[config.mk]
export PLATFORM = sky130hd
export DESIGN_NAME = pipeline_ctrl
export DESIGN_NICKNAME = d
export VERILOG_FILES = /design/src/rtl/pipeline_ctrl.sv
export SDC_FILE = /design/constraint.sdc
export NUM_CORES = 1
export LEC_CHECK = 0
export BUFFER_PORTS_ARGS = -buffer_cell sky130_fd_sc_hd__buf_2
export CAP_MARGIN = 10
export CORE_AREA = 2 2 92 94
export CTS_CLUSTER_SIZE = 20
export DETAILED_ROUTE_END_ITERATION = 12
export DIE_AREA = 0 0 94 96
export PLACE_DENSITY = 0.93
export SLEW_MARGIN = 10
export SYNTH_ARGS = -nofsm -noshare
export SYNTH_HDL_FRONTEND = slang
export SYNTH_SLANG_ARGS = --single-unit
[constraint.sdc]
create_clock -name clk -period 6.15 [get_ports clk]
set_input_delay 1.23 -clock clk [delete_from_list [all_inputs] [get_ports clk]]
set_output_delay 1.23 -clock clk [all_outputs]
set_load 0.005 [all_outputs]
[src/rtl/pipeline_ctrl.sv]
// Stall/flush sequencer: stall cascade, mul/div busy counter,
// deferred exception flush and stall/flush performance counters.
//
// Ports:
//   clk, rst_n         clock, async active-low reset
//   stallreq_if/id/ex/mem  per-stage stall requests
//   md_start           multi-cycle mul/div issued in EX
//   except_occur       MEM-stage exception/eret, target except_target
//   stall_if..stall_wb Stall_t fields (stall_wb tied 0)
//   flush, flush_pc    flush all stage registers, redirect target
//   md_busy            mul/div counter running
//   stall_cycles       cycles with stall_if=1 (wraps)
//   flush_count        flush pulses issued (wraps)
module pipeline_ctrl #(
    parameter int unsigned MD_CYCLES = 32,
    parameter int unsigned CNT_W     = 32
) (
    input  logic             clk,
    input  logic             rst_n,
    input  logic             stallreq_if,
    input  logic             stallreq_id,
    input  logic             stallreq_ex,
    input  logic             stallreq_mem,
    input  logic             md_start,
    input  logic             except_occur,
    input  logic [31:0]      except_target,
    output logic             stall_if,
    output logic             stall_id,
    output logic             stall_ex,
    output logic             stall_mem,
    output logic             stall_wb,
    output logic             flush,
    output logic [31:0]      flush_pc,
    output logic             md_busy,
    output logic [CNT_W-1:0] stall_cycles,
    output logic [15:0]      flush_count
);

    typedef enum logic [1:0] {
        RUN,
        MD_WAIT,
        FLUSH_PEND
    } state_t;

    localparam logic [7:0] MD_LOAD = 8'(MD_CYCLES - 1);

    state_t      state, state_nx;
    logic [7:0]  md_cnt, md_cnt_nx;
    logic [31:0] pend_pc, pend_pc_nx;

    // Stall cascade: a stage stalls itself and all earlier stages.
    always_comb begin
        md_busy   = (state == MD_WAIT);
        stall_mem = stallreq_mem;
        stall_ex  = stall_mem | stallreq_ex | md_busy;
        stall_id  = stall_ex | stallreq_id;
        stall_if  = stall_id | stallreq_if;
        stall_wb  = 1'b0;
    end

    always_comb begin
        state_nx   = state;
        md_cnt_nx  = md_cnt;
        pend_pc_nx = pend_pc;
        flush      = 1'b0;
        flush_pc   = 32'h0;
        if (state == FLUSH_PEND) begin
            // Oldest exception wins: new except_occur ignored here.
            if (md_cnt != 8'd0)
                md_cnt_nx = md_cnt - 8'd1;
            if (!stallreq_mem) begin
                flush     = 1'b1;
                flush_pc  = pend_pc;
                state_nx  = RUN;
                md_cnt_nx = 8'd0;
            end
        end else if (except_occur) begin
            // Exception beats a same-cycle md_start.
            if (stallreq_mem) begin
                // In-flight memory access cannot be aborted.
                state_nx   = FLUSH_PEND;
                pend_pc_nx = except_target;
                if (md_cnt != 8'd0)
                    md_cnt_nx = md_cnt - 8'd1;
            end else begin
                flush     = 1'b1;
                flush_pc  = except_target;
                state_nx  = RUN;
                md_cnt_nx = 8'd0;
            end
        end else if (state == MD_WAIT) begin
            if (md_cnt == 8'd0)
                state_nx = RUN;
            else
                md_cnt_nx = md_cnt - 8'd1;
        end else if (md_start) begin
            state_nx  = MD_WAIT;
            md_cnt_nx = MD_LOAD;
        end
    end

    always_ff @(posedge clk or negedge rst_n) begin
        if (!rst_n) begin
            state        <= RUN;
            md_cnt       <= 8'd0;
            pend_pc      <= 32'h0;
            stall_cycles <= '0;
            flush_count  <= 16'd0;
        end else begin
            state   <= state_nx;
            md_cnt  <= md_cnt_nx;
            pend_pc <= pend_pc_nx;
            if (stall_if)
                stall_cycles <= stall_cycles + CNT_W'(1);
            if (flush)
                flush_count <= flush_count + 16'd1;
        end
    end

endmodule

Word level (Yosys, flattened, before mapping)
Index checks and enable logic that the tools add are counted.
{"block": "word_totals", "regBits": 90, "out_inout_bits": 87}
{"block": "op_classes", "n_mux": 21, "n_reduce_logical": 6, "n_eq_ne": 5, "add_sub_neg": 3, "n_bitwise": 5}
{"operator": "$mux 32", "count": 4}
{"operator": "$mux 8", "count": 7}
{"operator": "$add 32x1->32 const B", "count": 1}
{"operator": "$add 16x1->16 const B", "count": 1}
{"operator": "$mux 2", "count": 7}
{"operator": "$logic_not 8->1", "count": 1}
{"operator": "$reduce_bool 8->1", "count": 1}
{"operator": "$sub 8x1->8 const B", "count": 1}
{"operator": "$reduce_and 3->1", "count": 2}
{"operator": "$ne 4x2->1 const B", "count": 1}
{"operator": "$ne 4x4->1 const B", "count": 1}
{"operator": "$or 1x1->1", "count": 4}
{"operator": "$reduce_bool 4->1", "count": 1}
{"operator": "$mux 1", "count": 3}
{"operator": "$eq 2x1->1 const B", "count": 1}
{"operator": "$eq 2x2->1 const B", "count": 1}
{"operator": "$ne 2x2->1 const B", "count": 1}
{"operator": "$reduce_and 2->1", "count": 1}
{"operator": "$not 1->1", "count": 1}

Longest topological paths before layout
{"block": "logic_depth", "ltp_word": 5, "ltp_mapped": 9, "depth_no_buf": 6}

Worst setup path after synthesis
OpenSTA, ideal clock, no wires.
{"block": "synth_timing", "kind": "input-to-output", "from": "input port except_occur", "to": "output port flush_pc[10]", "required_ns": 4.920, "arrival_ns": 2.340, "cell_stages": 4, "n_path_buf": 2, "path_slack_ns": 2.580, "cell_sequence": "clkbuf_1 nor3b_1 clkbuf_1 a22o_1"}
{"block": "synth_between", "elab_chain_len": 2}
{"item": "from (decl)", "line": "25", "rtl": "input logic except_occur,"}
{"item": "$mux 32", "line": "77", "rtl": "end else if (except_occur) begin"}
{"item": "$mux 32", "line": "67", "rtl": "if (state == FLUSH_PEND) begin"}
{"item": "to (decl)", "line": "33", "rtl": "output logic [31:0] flush_pc,"}
Every way passes these cells.

Worst setup path after layout
{"block": "layout_timing", "from": "input port stallreq_mem", "to": "output port stall_if"}
{"block": "layout_between", "elab_chain_len": 4}
{"item": "from (decl)", "line": "23", "rtl": "input logic stallreq_mem,"}
{"item": "$or 1x1->1 (2 in a row)", "line": "55", "rtl": "stall_ex = stall_mem | stallreq_ex | md_busy;"}
{"item": "$or 1x1->1", "line": "56", "rtl": "stall_id = stall_ex | stallreq_id;"}
{"item": "$or 1x1->1", "line": "57", "rtl": "stall_if = stall_id | stallreq_if;"}
{"item": "to (decl)", "line": "27", "rtl": "output logic stall_if,"}
Every way passes these cells.

==> metrics.txt <==
outcome complete, no violations; Max Cap Violations 0; Register Area 2250 µm²; power per cell area 336 nW/µm²; fill count 630; Yosys top cell by area dfrtp_1; hold violation count in the final report 0; synth cell count leaders dfrtp_1, xnor2_1, a22o_1, mux2_2, nand4_1; Critical Path Most Common Cell buf_2; Via Count 3606; Setup-failing EPs final 0; Post-CTS Setup Repair Bufs 0; DRC 0; crit end category primary output; DR vias/cell 5.87; Power Total 1.78 mW; fin util 65.8%; async set-reset flop share out of synthesis 100%; CTS clk-pin slew, worst paths 0.09 ns; CTS tree built; first-pass GRT wire length 16400 µm; Worst EP required 4.92 ns; Hold-fix buffers, CTS 0; number of global-route vias before repair 3473; worst min-delay path class register to register; top post-synthesis cells by area dfrtp_1, mux2_2, xnor2_1, a22o_1, nand4_1; Post-synth EDFFs 0; Cells after Synth 387; Final min period 3.85 ns; final cycle utilization of the critical path 62.5%; antenna viol nets, final 0; drt total wl 10400 µm; Synth top area share 51.2%; Synth cell types 47; GRT Resource Usage Total 23.3%; H-tree Lvls 3; gr ovfl total 0; # IOs 127; Syn. warnings 0; Slew HR 41.7%; Startpoint Class input pin; share of cells above drive strength 1 36.5%; Post-Layout Cell Count 614; Main synth FF type dfrtp_1; cts bufs inserted 9; Die ar. 9020 µm²; pre-CTS WS 2.07 ns; slowest stage delay, CP 0.66 ns; DIE WIDTH 94 µm; post-synthesis net count 433; fmax 260 MHz; initial antenna violation count 0; post-route cell area 5300 µm²; Std-Cell Rows 33; Hold Slack 0.490 ns; placed cells 598; Final Max Slew Viols 0; register area share after synthesis 51.2%; Crit path buffers/inverters 2; most frequent cell after synthesis dfrtp_1; ANT cells 0; Worst Max-Slew Pin Slew 0.867 ns; Layout Nets 550; multi-input logic area 2030 µm²; Buffers on Ports 125; global placer's final weighted congestion 0.905; gate family responsible for the most delay along the worst path simple AND/OR/NAND/NOR gates; CP Cell Sequence buf_2 > or4_1 > or2_1 > buf_2; WS Path Type input pin to primary output; clk_lat worst skew 0.36 ns; Starting Density 54.7%; CP Max Fanout 9; 1st-pass router iterations 4; clk buf depth 2; Core ar. 8050 µm²; final worst setup slack 2.30 ns; Syn Area/Cell 11.4 µm²; Slowest-stage cell, CP or4_1; post-CTS sizing 0; synthesis-to-layout area growth 20.4%; DP Area 5090 µm²; pin count of the biggest net entering global routing 47; P_leak 2.59 nW; RSZ-0062 raised after global routing no; arrival time worst endpoint 2.62 ns; Root Driver clkbuf_8; Yosys reg bits 90; Die Y 96 µm; Setup Skew 0.0119 ns; hpwl dp 7440 µm; mapped cell area 4400 µm²; DRT iter0 DRCs 136; VDD IR max 0.000170 V; final setup TNS 0 ns; routed len/inst 17.0 µm; # clock sinks 90
==> power by group <==
| part | switching [mW] | internal (mW) |
|---|---|---|
| clock | 0.212 | 0.202 |
| combinational | 0.246 | 0.265 |
| sequential | 0.126 | 0.729 |
==> layout by cell type, fill, tap and decap left out, types with 3 or more instances in the layout <==
cell,Yosys,routed
buf_2,3,124
dfrtp_1,90,90
xnor2_1,35,35
a22o_1,33,33
mux2_2,33,33
nand4_1,23,23
nand2_1,21,21
nand3_1,14,14
nor2_1,12,12
xor2_1,11,11
clkbuf_8,0,10
nor3_1,9,9
o21ai_0,9,9
inv_1,8,8
a21oi_1,8,8
and2_1,6,6
ha_1,6,6
and4_1,5,5
and3_1,5,5
buf_4,2,4
or4_1,3,3
==> state kept, by name (all words and copies together) (netlist names) <==
signal / cells
stall_cycles: 32
flush_count: 16
md_cnt: 8
pend_pc: 32
state: 2
==> layout make-up <==
cell class                      count  area share (%)
Inverter                            8           0.567
Clock buffer                       11            2.67
Clock inverter                      5            1.18
Multi-Input combinational cell    267            38.3
Tap cell                          105            2.48
Timing Repair Buffer              128            12.3
Sequential cell                    90            42.5
==> logic make-up (layout without fill, tap and decap cells) <==
group	count (synthesis)	count (layout)	synth area share, %
AO/OA/AOI/OAI	64	64	11.3
multiplexers	34	34	8.78
flip-flops	90	90	51.2
adder cells (fa/ha/maj)	6	6	1.71
AND/OR/NAND/NOR	116	116	14.8
buffers and inverters	30	152	2.98
other	1	1	0.0852
XOR/XNOR	46	46	9.15
==> path summary, 6_finish.rpt <==
path	from	end	slack (ns)	cells after the start
setup / recovery	stallreq_mem	stall_if	2.30	4
hold / removal	stall_cycles[31]	stall_cycles[31]	0.49	1
setup reg to reg	state[1]	stall_cycles[18]	3.95	6
hold reg to reg	stall_cycles[31]	stall_cycles[31]	0.49	1
max in group asynchronous	rst_n	pend_pc[14]	4.31	2
min in group asynchronous	rst_n	md_cnt[2]	0.85	1
==> per-layer routing <==
layer	track usage, %	up-vias	wire (µm)
met3	5.48	22	592
met4	8.09	0	210
li1	-	1645	-
met1	28.4	1799	4270
met5	0	-	0
met2	40.7	140	5360
Note: power is estimated with default switching activity, not from simulation.
